File: src/rtl/regfile_wb_arbiter_if.sv
// Bundle of the arbiter's pipeline-writeback, mul/div, register-file and decode-query signals.
// The master side drives requests; the slave side is the arbiter.
interface regfile_wb_arbiter_if #(
  parameter int unsigned N = 32
);
  logic         wb_valid;
  logic [4:0]   wb_rd;
  logic [N-1:0] wb_data;
  logic         md_issue_valid;
  logic [4:0]   md_issue_rd;
  logic         md_valid;
  logic [4:0]   md_rd;
  logic [N-1:0] md_data;
  logic         md_ready;
  logic         rf_we;
  logic [4:0]   rf_waddr;
  logic [N-1:0] rf_wdata;
  logic [4:0]   query_rs1;
  logic [4:0]   query_rs2;
  logic         rs1_busy;
  logic         rs2_busy;
  logic         pending_any;

  modport master (
    output wb_valid, wb_rd, wb_data,
    output md_issue_valid, md_issue_rd,
    output md_valid, md_rd, md_data,
    input  md_ready,
    input  rf_we, rf_waddr, rf_wdata,
    output query_rs1, query_rs2,
    input  rs1_busy, rs2_busy, pending_any
  );

  modport slave (
    input  wb_valid, wb_rd, wb_data,
    input  md_issue_valid, md_issue_rd,
    input  md_valid, md_rd, md_data,
    output md_ready,
    output rf_we, rf_waddr, rf_wdata,
    input  query_rs1, query_rs2,
    output rs1_busy, rs2_busy, pending_any
  );
endinterface

File: src/rtl/regfile_wb_arbiter.sv
// Shares the register-file write port between pipeline writeback (absolute priority) and
// buffered mul/div results, and keeps a pending-destination scoreboard for decode stalls.
module regfile_wb_arbiter #(
  parameter int unsigned N = 32
) (
  input logic                 clk,
  input logic                 reset,
  regfile_wb_arbiter_if.slave bus
);
  localparam int unsigned DEPTH = 2;
  localparam int unsigned AW    = 5;
  localparam int unsigned REGS  = 32;
  localparam int unsigned CW    = 2;

  typedef struct packed {
    logic [AW-1:0] rd;
    logic [N-1:0]  data;
  } md_entry_t;

  md_entry_t         fifo_q [DEPTH];
  logic [CW-1:0]     count_q;
  logic              head_q;
  logic              tail_q;
  logic [REGS-1:0]   pending_q;
  logic [REGS-1:0]   pending_d;

  logic              wb_hit_c;
  logic              ready_c;
  logic              drain_c;
  logic              push_c;

  // Port arbitration, FIFO handshakes and next scoreboard value
  always_comb begin
    wb_hit_c  = 1'b0;
    ready_c   = 1'b0;
    drain_c   = 1'b0;
    push_c    = 1'b0;
    pending_d = pending_q;

    wb_hit_c = bus.wb_valid && (bus.wb_rd != '0);
    ready_c  = (count_q < CW'(DEPTH)) && !reset;
    drain_c  = !reset && !wb_hit_c && (count_q != '0);
    push_c   = bus.md_valid && ready_c && (bus.md_rd != '0);

    // Clear before set so a same-cycle reissue of the drained register stays pending
    if (drain_c) pending_d[fifo_q[head_q].rd] = 1'b0;
    if (bus.md_issue_valid && (bus.md_issue_rd != '0)) pending_d[bus.md_issue_rd] = 1'b1;
  end

  always_ff @(posedge clk) begin
    if (reset) begin
      count_q   <= '0;
      head_q    <= 1'b0;
      tail_q    <= 1'b0;
      pending_q <= '0;
    end else begin
      if (push_c)  tail_q <= ~tail_q;
      if (drain_c) head_q <= ~head_q;
      count_q   <= count_q + CW'(push_c) - CW'(drain_c);
      pending_q <= pending_d;
    end
  end

  // Payload storage needs no reset; count_q qualifies every read
  always_ff @(posedge clk) begin
    if (push_c) fifo_q[tail_q] <= '{rd: bus.md_rd, data: bus.md_data};
  end

  assign bus.md_ready    = ready_c;
  assign bus.rf_we       = !reset && (wb_hit_c || (count_q != '0));
  assign bus.rf_waddr    = wb_hit_c ? bus.wb_rd   : fifo_q[head_q].rd;
  assign bus.rf_wdata    = wb_hit_c ? bus.wb_data : fifo_q[head_q].data;
  assign bus.rs1_busy    = !reset && pending_q[bus.query_rs1];
  assign bus.rs2_busy    = !reset && pending_q[bus.query_rs2];
  assign bus.pending_any = !reset && ((|pending_q) || (count_q != '0));
endmodule

File: src/flat_wrapper.sv
// flat-port wrapper written by rule: the top's interface ports become plain ports
module regfile_wb_arbiter_flat 
#(
  parameter int unsigned N = 32
)
  (clk, reset, bus_wb_valid, bus_wb_rd, bus_wb_data, bus_md_issue_valid, bus_md_issue_rd, bus_md_valid, bus_md_rd, bus_md_data, bus_md_ready, bus_rf_we, bus_rf_waddr, bus_rf_wdata, bus_query_rs1, bus_query_rs2, bus_rs1_busy, bus_rs2_busy, bus_pending_any);
  regfile_wb_arbiter_if #(.N(N)) bus_i ();
  input logic clk;
  input logic reset;
  input wire logic [$bits(bus_i.wb_valid)-1:0] bus_wb_valid;
  input wire logic [$bits(bus_i.wb_rd)-1:0] bus_wb_rd;
  input wire logic [$bits(bus_i.wb_data)-1:0] bus_wb_data;
  input wire logic [$bits(bus_i.md_issue_valid)-1:0] bus_md_issue_valid;
  input wire logic [$bits(bus_i.md_issue_rd)-1:0] bus_md_issue_rd;
  input wire logic [$bits(bus_i.md_valid)-1:0] bus_md_valid;
  input wire logic [$bits(bus_i.md_rd)-1:0] bus_md_rd;
  input wire logic [$bits(bus_i.md_data)-1:0] bus_md_data;
  output wire logic [$bits(bus_i.md_ready)-1:0] bus_md_ready;
  output wire logic [$bits(bus_i.rf_we)-1:0] bus_rf_we;
  output wire logic [$bits(bus_i.rf_waddr)-1:0] bus_rf_waddr;
  output wire logic [$bits(bus_i.rf_wdata)-1:0] bus_rf_wdata;
  input wire logic [$bits(bus_i.query_rs1)-1:0] bus_query_rs1;
  input wire logic [$bits(bus_i.query_rs2)-1:0] bus_query_rs2;
  output wire logic [$bits(bus_i.rs1_busy)-1:0] bus_rs1_busy;
  output wire logic [$bits(bus_i.rs2_busy)-1:0] bus_rs2_busy;
  output wire logic [$bits(bus_i.pending_any)-1:0] bus_pending_any;
  assign bus_i.wb_valid = bus_wb_valid;
  assign bus_i.wb_rd = bus_wb_rd;
  assign bus_i.wb_data = bus_wb_data;
  assign bus_i.md_issue_valid = bus_md_issue_valid;
  assign bus_i.md_issue_rd = bus_md_issue_rd;
  assign bus_i.md_valid = bus_md_valid;
  assign bus_i.md_rd = bus_md_rd;
  assign bus_i.md_data = bus_md_data;
  assign bus_md_ready = bus_i.md_ready;
  assign bus_rf_we = bus_i.rf_we;
  assign bus_rf_waddr = bus_i.rf_waddr;
  assign bus_rf_wdata = bus_i.rf_wdata;
  assign bus_i.query_rs1 = bus_query_rs1;
  assign bus_i.query_rs2 = bus_query_rs2;
  assign bus_rs1_busy = bus_i.rs1_busy;
  assign bus_rs2_busy = bus_i.rs2_busy;
  assign bus_pending_any = bus_i.pending_any;
  regfile_wb_arbiter #(.N(N)) u_core (.clk(clk), .reset(reset), .bus(bus_i));
endmodule
File: config.mk
export PLATFORM = sky130hd
export DESIGN_NAME = regfile_wb_arbiter_flat
export DESIGN_NICKNAME = d
export VERILOG_FILES = /design/src/rtl/regfile_wb_arbiter_if.sv /design/src/rtl/regfile_wb_arbiter.sv /design/src/flat_wrapper.sv
export SDC_FILE = /design/constraint.sdc
export NUM_CORES = 1
export LEC_CHECK = 0
export ABC_AREA = 1
export CAP_MARGIN = 20
export CORE_MARGIN = 10
export CORE_UTILIZATION = 35
export CTS_BUF_LIST = sky130_fd_sc_hd__clkbuf_8
export DETAILED_ROUTE_END_ITERATION = 6
export GPL_ROUTABILITY_DRIVEN = 1
export PLACE_DENSITY = 0.58
export SETUP_SLACK_MARGIN = 0.2
export SLEW_MARGIN = 10
export SYNTH_ARGS = -nofsm -noshare
export SYNTH_HDL_FRONTEND = slang
export SYNTH_SLANG_ARGS = --single-unit
File: constraint.sdc
create_clock -name clk -period 4.4 [get_ports clk]
set_input_delay 1.32 -clock clk [delete_from_list [all_inputs] [get_ports clk]]
set_output_delay 1.32 -clock clk [all_outputs]
set_load 0.02 [all_outputs]
==> impl_metrics.ini, run 1 <==
[run_status]
status = completed

[finish]
seqCellArea_um2 = 2960
synthToLayoutAreaGrowth_pct = 31.1
fill_cells = 1544
diodes = 0
final_cells = 1004
utilization_pct = 46.5
multi_input_area_um2 = 2330
drive_above_1_share_pct = 13.5
final_cell_area_um2 = 7330
fin_nets = 879

[logic_synthesis]
ys_top_cells_by_area = edfxtp_1 (40%), dfxtp_1 (13%), nand2_1 (11%)
synth-seq-area-share_pct = 53.0
synthCells = 648
synth_top_area_cell = edfxtp_1
netlist_area_um2 = 5590
yosys_warnings = 0
syn_nets = 743
yosysTopAreaCellShare_pct = 39.7
syn_avg_cell_area_um2 = 8.63
yosys_register_bits = 111
ys_types = 29

[clock_tree]
clock_latency_ns = 0.37
cts_max_level = 3
cts_buffers = 9
cts_buffer_depth = 2
cts-root-buf = clkbuf_8
clk_pin_slew_ns = 0.10
cts_tree = done
clock-sinks = 111

[timing]
post-route-period-util_pct = 94.6
slew_viol_final = 0
max_freq_mhz = 240
worst-slew-pin-transition_ns = 0.795
rsz0062_at_grt = true
max_slew_margin_pct = 46.8
fin_crit_ns = 4.16
finalHoldViolCount = 0
finalClockSkew_ns = 0.0138
setup_violations = 0
layout_setup_ws_ns = 0.238

[critical_path]
arrival_ns = 2.84
startpoint_type = primary input
end_kind = output port
required_ns = 3.08
crit_type = primary input to output port
reg2reg_setup_slack_ns = 2.50
path_max_fanout = 16

[floorplan]
core_area_um2 = 15800
io_pins = 136
initial_core_util_pct = 35.5
fp.dieArea_um2 = 21400
die_y_um = 146
rows = 46
die_w_um = 146

[route]
drc = 0
vias_per_cell = 4.96
ant_nets = 0
post_drt_wl_per_cell_um = 17.3
firstDrtPassIters = 5
drt_iter0_markers = 448
vias = 4983
wl_um = 17300

[placement]
gp_congestion = 0.978
placed_area_um2 = 7240
dp_hpwl_um = 12800
dp_cells = 985
port_buffers = 135
dp_slack_ns = -0.180

[grt]
track_usage_pct = 15.7
grt_antenna_before_repair = 0
grt_start_max_net_pins = 44
grt_pass1_vias = 4945
grt_pass1_wl_um = 26900
gr-total-overflow = 0

[min_path]
holdCritPathClass = flop to flop

[flow_run]
maxCapViolCount = 0

[power]
power-per-cell-area_nw_per_um2 = 310
power_mw = 2.27
peakVddDrop_v = 0.000132
leakage_nw = 2.70
flip-flops by register name, indices dropped and copies added (netlist names), named ones only:
signal and cells:
u_core.pending_q 32, u_core.head_q 1, u_core.fifo_q 74, u_core.count_q 2, u_core.tail_q 1
Yosys cell counts:
cell type / instances
buf_2: 14
nor2_4: 1
nand2_8: 1
nand2_1: 159
clkbuf_1: 8
nor3_1: 4
edfxtp_1: 74
ha_1: 1
clkinv_1: 2
a21oi_1: 65
mux2i_1: 32
o21ai_1: 35
clkbuf_2: 3
inv_1: 36
nand4_1: 3
o21ai_4: 3
nand2_2: 3
o21ai_2: 3
nand3b_1: 1
o21ai_0: 11
buf_4: 3
nor2_2: 12
nor2_1: 72
inv_2: 4
buf_12: 1
buf_6: 1
nand3_1: 53
dfxtp_1: 37
nor4_1: 6
path summary, 6_finish.rpt:
path | start | to | depth (start not counted)
worst max-delay path | bus_query_rs2[0] | bus_rs2_busy | 11
worst min-delay path | u_core.head_q$_SDFFE_PP0P_ | u_core.head_q$_SDFFE_PP0P_ | 3
worst max register to register | flop | u_core.pending_q[7]$_SDFF_PP0_ | 5
worst min register to register | u_core.head_q$_SDFFE_PP0P_ | u_core.head_q$_SDFFE_PP0P_ | 3
area by class of cell:
cell class / count / share of cell area (%)
Tap cell: 216 / 3.69
Sequential cell: 111 / 40.4
Clock inverter: 6 / 0.939
Multi-Input combinational cell: 465 / 31.8
Clock buffer: 9 / 1.69
Inverter: 42 / 2.25
Timing Repair Buffer: 155 / 19.2
power breakdown:
part,total (mW),switching [mW],internal [mW]
Clock,0.616,0.351,0.265
Combinational,0.488,0.282,0.206
Sequential,1.17,0.0227,1.15
cell usage in the layout, fill, tap and decap left out, drive strengths merged, types with 2 or more instances in the layout:
master           n
nand2          163
clkdlybuf4s50   94
nor2            85
edfxtp          74
a21oi           65
nand3           53
o21ai           52
inv             43
dfxtp           37
buf             35
mux2i           32
clkbuf          32
nor4             6
nor3             4
nand4            3
clkinv           3
clkdlybuf4s15    2
what timing repair did:
action	in CTS	in global routing
setup endpoints to repair	40	40
gates cloned	0	2
setup buffers	0	2
gates resized for setup	100	51
hold buffers	0	0
per-stage QoR:
stage	hold slack, ns	setup TNS [ns]
finish	0.522	0
detailed placement	0.498	-3.89
global placement	0.483	-3.32
global route	0.565	0
CTS	0.525	0
floorplan	0.459	0
per-layer routing:
metal	GRT usage, %	wire length [um]	vias to the layer above
li1	-	-	2472
met1	19.8	7470	2254
met2	23.9	7700	230
met3	6.00	1790	27
met4	5.71	371	0
met5	0	0	-
logic make-up after synthesis:
group | share of synthesized area [%]
adders and majority gates | 0.224
AOI/OAI and AO/OA | 11.3
DFF | 53.0
buffers and inverters | 5.84
and+or+nand+nor | 24.0
muxes | 5.73
critical path, stage by stage:
cell	delay, ns
clkdlybuf4s50_1	0.60
buf_12	0.18
nor2_1	0.05
nor2_1	0.08
o21ai_0	0.08
o21ai_1	0.08
nor2_1	0.05
nor2_1	0.08
nor2_1	0.05
nor2_1	0.10
clkbuf_2	0.18
Power figures use the tool's default switching activity.
==> inputs of run 2 (changes only) <==
--- a/config.mk
+++ b/config.mk
@@ -7,12 +7,13 @@
 export LEC_CHECK = 0
 export ABC_AREA = 1
 export CAP_MARGIN = 20
+export CORE_ASPECT_RATIO = 0.9
 export CORE_MARGIN = 10
-export CORE_UTILIZATION = 35
+export CORE_UTILIZATION = 40
 export CTS_BUF_LIST = sky130_fd_sc_hd__clkbuf_8
 export DETAILED_ROUTE_END_ITERATION = 6
 export GPL_ROUTABILITY_DRIVEN = 1
-export PLACE_DENSITY = 0.58
+export PLACE_DENSITY = 0.65
 export SETUP_SLACK_MARGIN = 0.2
 export SLEW_MARGIN = 10
 export SYNTH_ARGS = -nofsm -noshare
==> run 2 against run 1 <==
Effect of this change:
- worst hold slack improved by 0.0032 ns
- cell count fell by 4.6%
- highest routed layer unchanged
- power is 2.2% lower
- register-to-register slack barely moved
- sequential share of layout area increased by 0.77 points
- global-route usage up 2.2 points
- critical path type unchanged
- non-clock buffer count up 1
- combinational power fell by 1%
- critical endpoint is now bus_rf_wdata[7]
==> impl_metrics.ini, run 2 (synthesized netlist as in run 1, its figures left out) <==
[critical_path]
max_stage_delay_ns = 0.40
critical_path_buf_inv_count = 5
end_kind = output port
startpoint_type = primary input
endpoint = bus_rf_wdata[7]
path_cells = clkdlybuf4s50_1 > inv_1 > nand3_1 > o21ai_4 > buf_12 > buf_4 > a21oi_1 > dlygate4sd2_1
rr_worst_depth = 7
required_ns = 3.08
crit_type = primary input to output port
critPathTopFamily = buffers and inverters
setup.worst_path.start = bus_wb_rd[3]
cp.depth = 8
crit_slowest_cell = clkdlybuf4s50_1
path_max_fanout = 25
arrival_ns = 2.85
timing.rr.end = u_core.pending_q[24]$_SDFF_PP0_
reg2reg_setup_slack_ns = 2.50

[clock_tree]
cts_buffers = 9
cts_buffer_depth = 2
cts_hold_buf = 0
clock-sinks = 111
clock_latency_ns = 0.40
cts_tree = done
cts-root-buf = clkbuf_8
clk_pin_slew_ns = 0.10
cts_max_level = 3

[placement]
port_buffers = 135
placed_area_um2 = 7180
gp_congestion = 0.930
dp_hpwl_um = 13000

[flow_run]
maxCapViolCount = 0

[run_status]
status = completed

[route]
drt_iter0_markers = 402
vias_per_cell = 5.21
post_drt_wl_per_cell_um = 17.8
firstDrtPassIters = 5
wl_um = 17000
vias = 4989
ant_nets = 0
drc = 0

[floorplan]
die_y_um = 132
core_area_um2 = 13500
fp.dieArea_um2 = 19100
rows = 40
io_pins = 136
initial_core_util_pct = 41.4
die_w_um = 145

[finish]
largest_reg_flops = 74
diodes = 0
largestRegisters = u_core.fifo_q: 74 flops, u_core.pending_q: 32 flops, u_core.count_q: 2 flops
layout_common_cells = nand2_1 (159), clkdlybuf4s50_1 (94), edfxtp_1 (74)
fin_nets = 880
fill_cells = 1299
drive_above_1_share_pct = 13.4
regMostFlops = u_core.fifo_q
utilization_pct = 53.2
synthToLayoutAreaGrowth_pct = 28.6
final_cell_area_um2 = 7190
final_common_cell = nand2_1

[timing]
finalClockSkew_ns = 0.00954
setup_violations = 0
post-route-period-util_pct = 94.7
rsz0062_at_grt = true
worst-slew-pin-transition_ns = 0.735
finalHoldViolCount = 0
max_freq_mhz = 240
max_slew_margin_pct = 50.6
slew_viol_final = 0
fin_crit_ns = 4.17

[power]
power-per-cell-area_nw_per_um2 = 309
internal-power_mw = 1.56
p_comb_share_pct = 21.7
pwr-share-clk_pct = 25.7
leakage_nw = 2.69
p_sw_mw = 0.663
seq_power_share_pct = 52.7
peakVddDrop_v = 0.000177
switching_share_pct = 29.8

[min_path]
holdPathStages = 3
holdCritPathClass = flop to flop

[grt]
grt_start_max_net_pins = 51
grt_antenna_before_repair = 0
gr-total-overflow = 0
grt_pass1_wl_um = 26700
grt_pass1_vias = 5066
track_usage_pct = 17.8
[run 2: power by group through the flow]
stage | registers [mW] | clock network [mW] | logic (mW)
2_1_floorplan | 1.18 | 0 | 0.286
3_3_place_gp | 1.19 | 0 | 0.510
3_5_place_dp | 1.20 | 0 | 0.516
4_1_cts | 1.17 | 0.588 | 0.495
5_1_grt | 1.18 | 0.625 | 0.529
6_report | 1.17 | 0.571 | 0.482
[run 2: area by class of cell]
cell class	count	area, um^2	share of cell area, %
flip-flops and latches	111	2960	41.2
multi-input cells	465	2330	32.3
repair buffers	156	1350	18.8
well taps	168	210	2.92
inverters	42	161	2.24
clock buffers	9	124	1.72
clock inverters	7	53.8	0.748
[run 2: what timing repair did]
item / 4_1_cts / 5_1_grt
setup endpoints to repair: 40 / 40
cloned: 0 / 1
pin swaps: 0 / 1
buffers inserted: 0 / 1
gates resized for setup: 63 / 68
[run 2: worst reg2reg max path: cells and delay by family (launching register included)]
kind / cells / cell delay [ns]
DFF: 1 / 0.69
and+or+nand+nor: 3 / 0.63
AOI/OAI and AO/OA: 3 / 0.33
buffers and inverters: 1 / 0.14
[run 2: through the flow]
step	setup TNS (ns)	hold slack (ns)	cells	total power, mW	setup WS [ns]
2_1_floorplan	0	0.459	648	1.47	0.536
3_3_place_gp	-3.19	0.489	940	1.70	-0.260
3_5_place_dp	-3.25	0.516	940	1.71	-0.262
4_1_cts	0	0.537	956	2.25	0.0661
5_1_grt	0	0.578	958	2.33	0.0988
6_report	0	0.525	958	2.22	0.232
[run 2: layer usage]
layer	routed length [um]	global-route usage (%)	part of all wire, %	up-vias
li1	-	-	-	2466
met1	7250	21.7	43	2290
met2	7580	26.7	45	206
met3	1780	8.29	10	27
met4	409	6.51	2.4	0
met5	0	0	0	-
[run 2: worst min path at each step]
stage                     slack (ns)                            from                        endpoint
final                           0.53      u_core.head_q$_SDFFE_PP0P_                            flop
after global routing            0.58      u_core.head_q$_SDFFE_PP0P_                            flop
after CTS                       0.54      u_core.head_q$_SDFFE_PP0P_                            flop
after detailed placement        0.52      u_core.head_q$_SDFFE_PP0P_                            flop
after global placement          0.49      u_core.head_q$_SDFFE_PP0P_      u_core.head_q$_SDFFE_PP0P_
after floorplan                 0.46  u_core.pending_q[0]$_SDFF_PP0_  u_core.pending_q[0]$_SDFF_PP0_
==> inputs of run 3 (changes only) <==
--- a/config.mk
+++ b/config.mk
@@ -9,11 +9,11 @@
 export CAP_MARGIN = 20
 export CORE_ASPECT_RATIO = 0.9
 export CORE_MARGIN = 10
-export CORE_UTILIZATION = 40
+export CORE_UTILIZATION = 51
 export CTS_BUF_LIST = sky130_fd_sc_hd__clkbuf_8
 export DETAILED_ROUTE_END_ITERATION = 6
 export GPL_ROUTABILITY_DRIVEN = 1
-export PLACE_DENSITY = 0.65
+export PLACE_DENSITY = 0.8
 export SETUP_SLACK_MARGIN = 0.2
 export SLEW_MARGIN = 10
 export SYNTH_ARGS = -nofsm -noshare
==> run 3 against run 2 <==
Effect of this change:
- largest power group unchanged
- sequential share of layout area fell by 0.54 points
- critical path depth up 2
- first-iteration DRC count is 23% higher
- sequential power barely moved
- core utilization up 14 points
==> impl_metrics.ini, run 3 (synthesized netlist as in run 1, its figures left out) <==
[min_path]
holdCritPathClass = flop to flop

[finish]
largestRegisters = u_core.fifo_q: 74 flops, u_core.pending_q: 32 flops, u_core.count_q: 2 flops
fill_cells = 865
regMostFlops = u_core.fifo_q
drive_above_1_share_pct = 13.7
synthToLayoutAreaGrowth_pct = 30.3
final_cells = 924
layout_common_cells = nand2_1 (159), clkdlybuf4s50_1 (93), edfxtp_1 (74)
utilization_pct = 67.7
diodes = 0
final_common_cell = nand2_1
fin_nets = 881
largest_reg_flops = 74
final_cell_area_um2 = 7290

[placement]
gp_congestion = 0.866
dp_hpwl_um = 13000
port_buffers = 135
placed_area_um2 = 7180
dp_cells = 904

[timing]
finalClockSkew_ns = 0.0176
setup_violations = 0
max_slew_margin_pct = 51.2
fin_crit_ns = 4.18
post-route-period-util_pct = 94.9
worst-slew-pin-transition_ns = 0.732
max_freq_mhz = 239
finalHoldViolCount = 0
slew_viol_final = 0
rsz0062_at_grt = true

[run_status]
status = completed

[power]
peakVddDrop_v = 0.000185
power-per-cell-area_nw_per_um2 = 320
leakage_nw = 2.74

[clock_tree]
cts_buffer_depth = 2
clock_latency_ns = 0.39
cts_max_level = 3
clk_pin_slew_ns = 0.11
cts_buffers = 9
cts_tree = done
cts_hold_buf = 0
clock-sinks = 111
cts-root-buf = clkbuf_8

[route]
vias_per_cell = 5.66
vias = 5234
drt_iter0_markers = 494
wl_um = 17800
ant_nets = 0
firstDrtPassIters = 6
post_drt_wl_per_cell_um = 19.2
drc = 0

[grt]
grt_start_max_net_pins = 36
grt_pass1_vias = 5170
grt_pass1_wl_um = 27600
track_usage_pct = 22.5
grt_antenna_before_repair = 0
gr-total-overflow = 0

[floorplan]
io_pins = 136
fp.dieArea_um2 = 15600
initial_core_util_pct = 52.0
die_w_um = 130
core_area_um2 = 10800
die_y_um = 119
rows = 36

[flow_run]
maxCapViolCount = 0

[critical_path]
startpoint_type = primary input
path_max_fanout = 9
required_ns = 3.08
crit_slowest_cell = clkdlybuf4s50_1
critPathTopFamily = buffers and inverters
max_stage_delay_ns = 0.50
arrival_ns = 2.86
reg2reg_setup_slack_ns = 2.25
path_cells = clkdlybuf4s50_1 > clkinv_2 > nor2_1 > o21ai_0 > o21ai_1 > nor2_1 > nor2_1 > nor2_1 > nor2_1 > clkbuf_2
end_kind = output port
crit_type = primary input to output port
critical_path_buf_inv_count = 3
crit_top_cell = nor2_1
## run 3: worst register-to-register path, cell delays in order (launching register included)
cell and delay, ns:
dfxtp_2 0.82, nand2_1 0.17, o21ai_2 0.12, inv_1 0.13
nor2_2 0.38, nand2_1 0.14, o21ai_1 0.17, a21oi_1 0.08
## run 3: report_power, final
group | total, mW | internal (mW) | switching [mW] | leakage [nW]
combinational | 0.505 | 0.214 | 0.291 | 1.66
sequential | 1.17 | 1.15 | 0.0275 | 0.978
clock | 0.652 | 0.275 | 0.377 | 0.105
total | 2.33 | 1.64 | 0.695 | 2.74
## run 3: path summary, 6_finish.rpt
check	from	to	depth (start not counted)
max reg2reg	flop	u_core.pending_q[21]$_SDFF_PP0_	7
min reg2reg	u_core.head_q$_SDFFE_PP0P_	flop	3
min	u_core.head_q$_SDFFE_PP0P_	flop	3
max	bus_query_rs2[1]	bus_rs2_busy	10
## run 3: timing repair
action / CTS / global route
pin swaps: 1 / 0
resized for setup: 140 / 23
cloned: 1 / 1
setup buffers: 2 / 0
endpoints found under the setup margin: 40 / 17
## run 3: area by class of cell
| class | count | area, um^2 | area share (%) |
|---|---|---|---|
| clock buffer | 9 | 124 | 1.70 |
| clock inverter | 7 | 85.1 | 1.17 |
| inverter | 42 | 161 | 2.21 |
| multi-input combinational | 465 | 2330 | 32.0 |
| sequential | 111 | 2960 | 40.7 |
| tap | 133 | 166 | 2.28 |
| timing repair buffer | 157 | 1460 | 20.0 |
## run 3: routing by layer
metal | GRT usage (%) | part of all wire (%) | up-vias
met4 | 5.63 | 1.6 | 0
met1 | 26.5 | 39 | 2465
met3 | 9.18 | 10 | 27
met5 | 0 | 0 | -
met2 | 37.4 | 50 | 279
li1 | - | - | 2463
## run 3: through the flow
stage               setup WS [ns]  total power [mW]  TNS (ns)  hold slack [ns]
floorplan                   0.536              1.47         0            0.459
global placement           -0.265              1.71     -3.66            0.480
detailed placement         -0.351              1.72     -4.42            0.502
CTS                        0.0479              2.34         0            0.527
global route                0.122              2.42         0            0.543
finish                      0.224              2.33         0            0.524
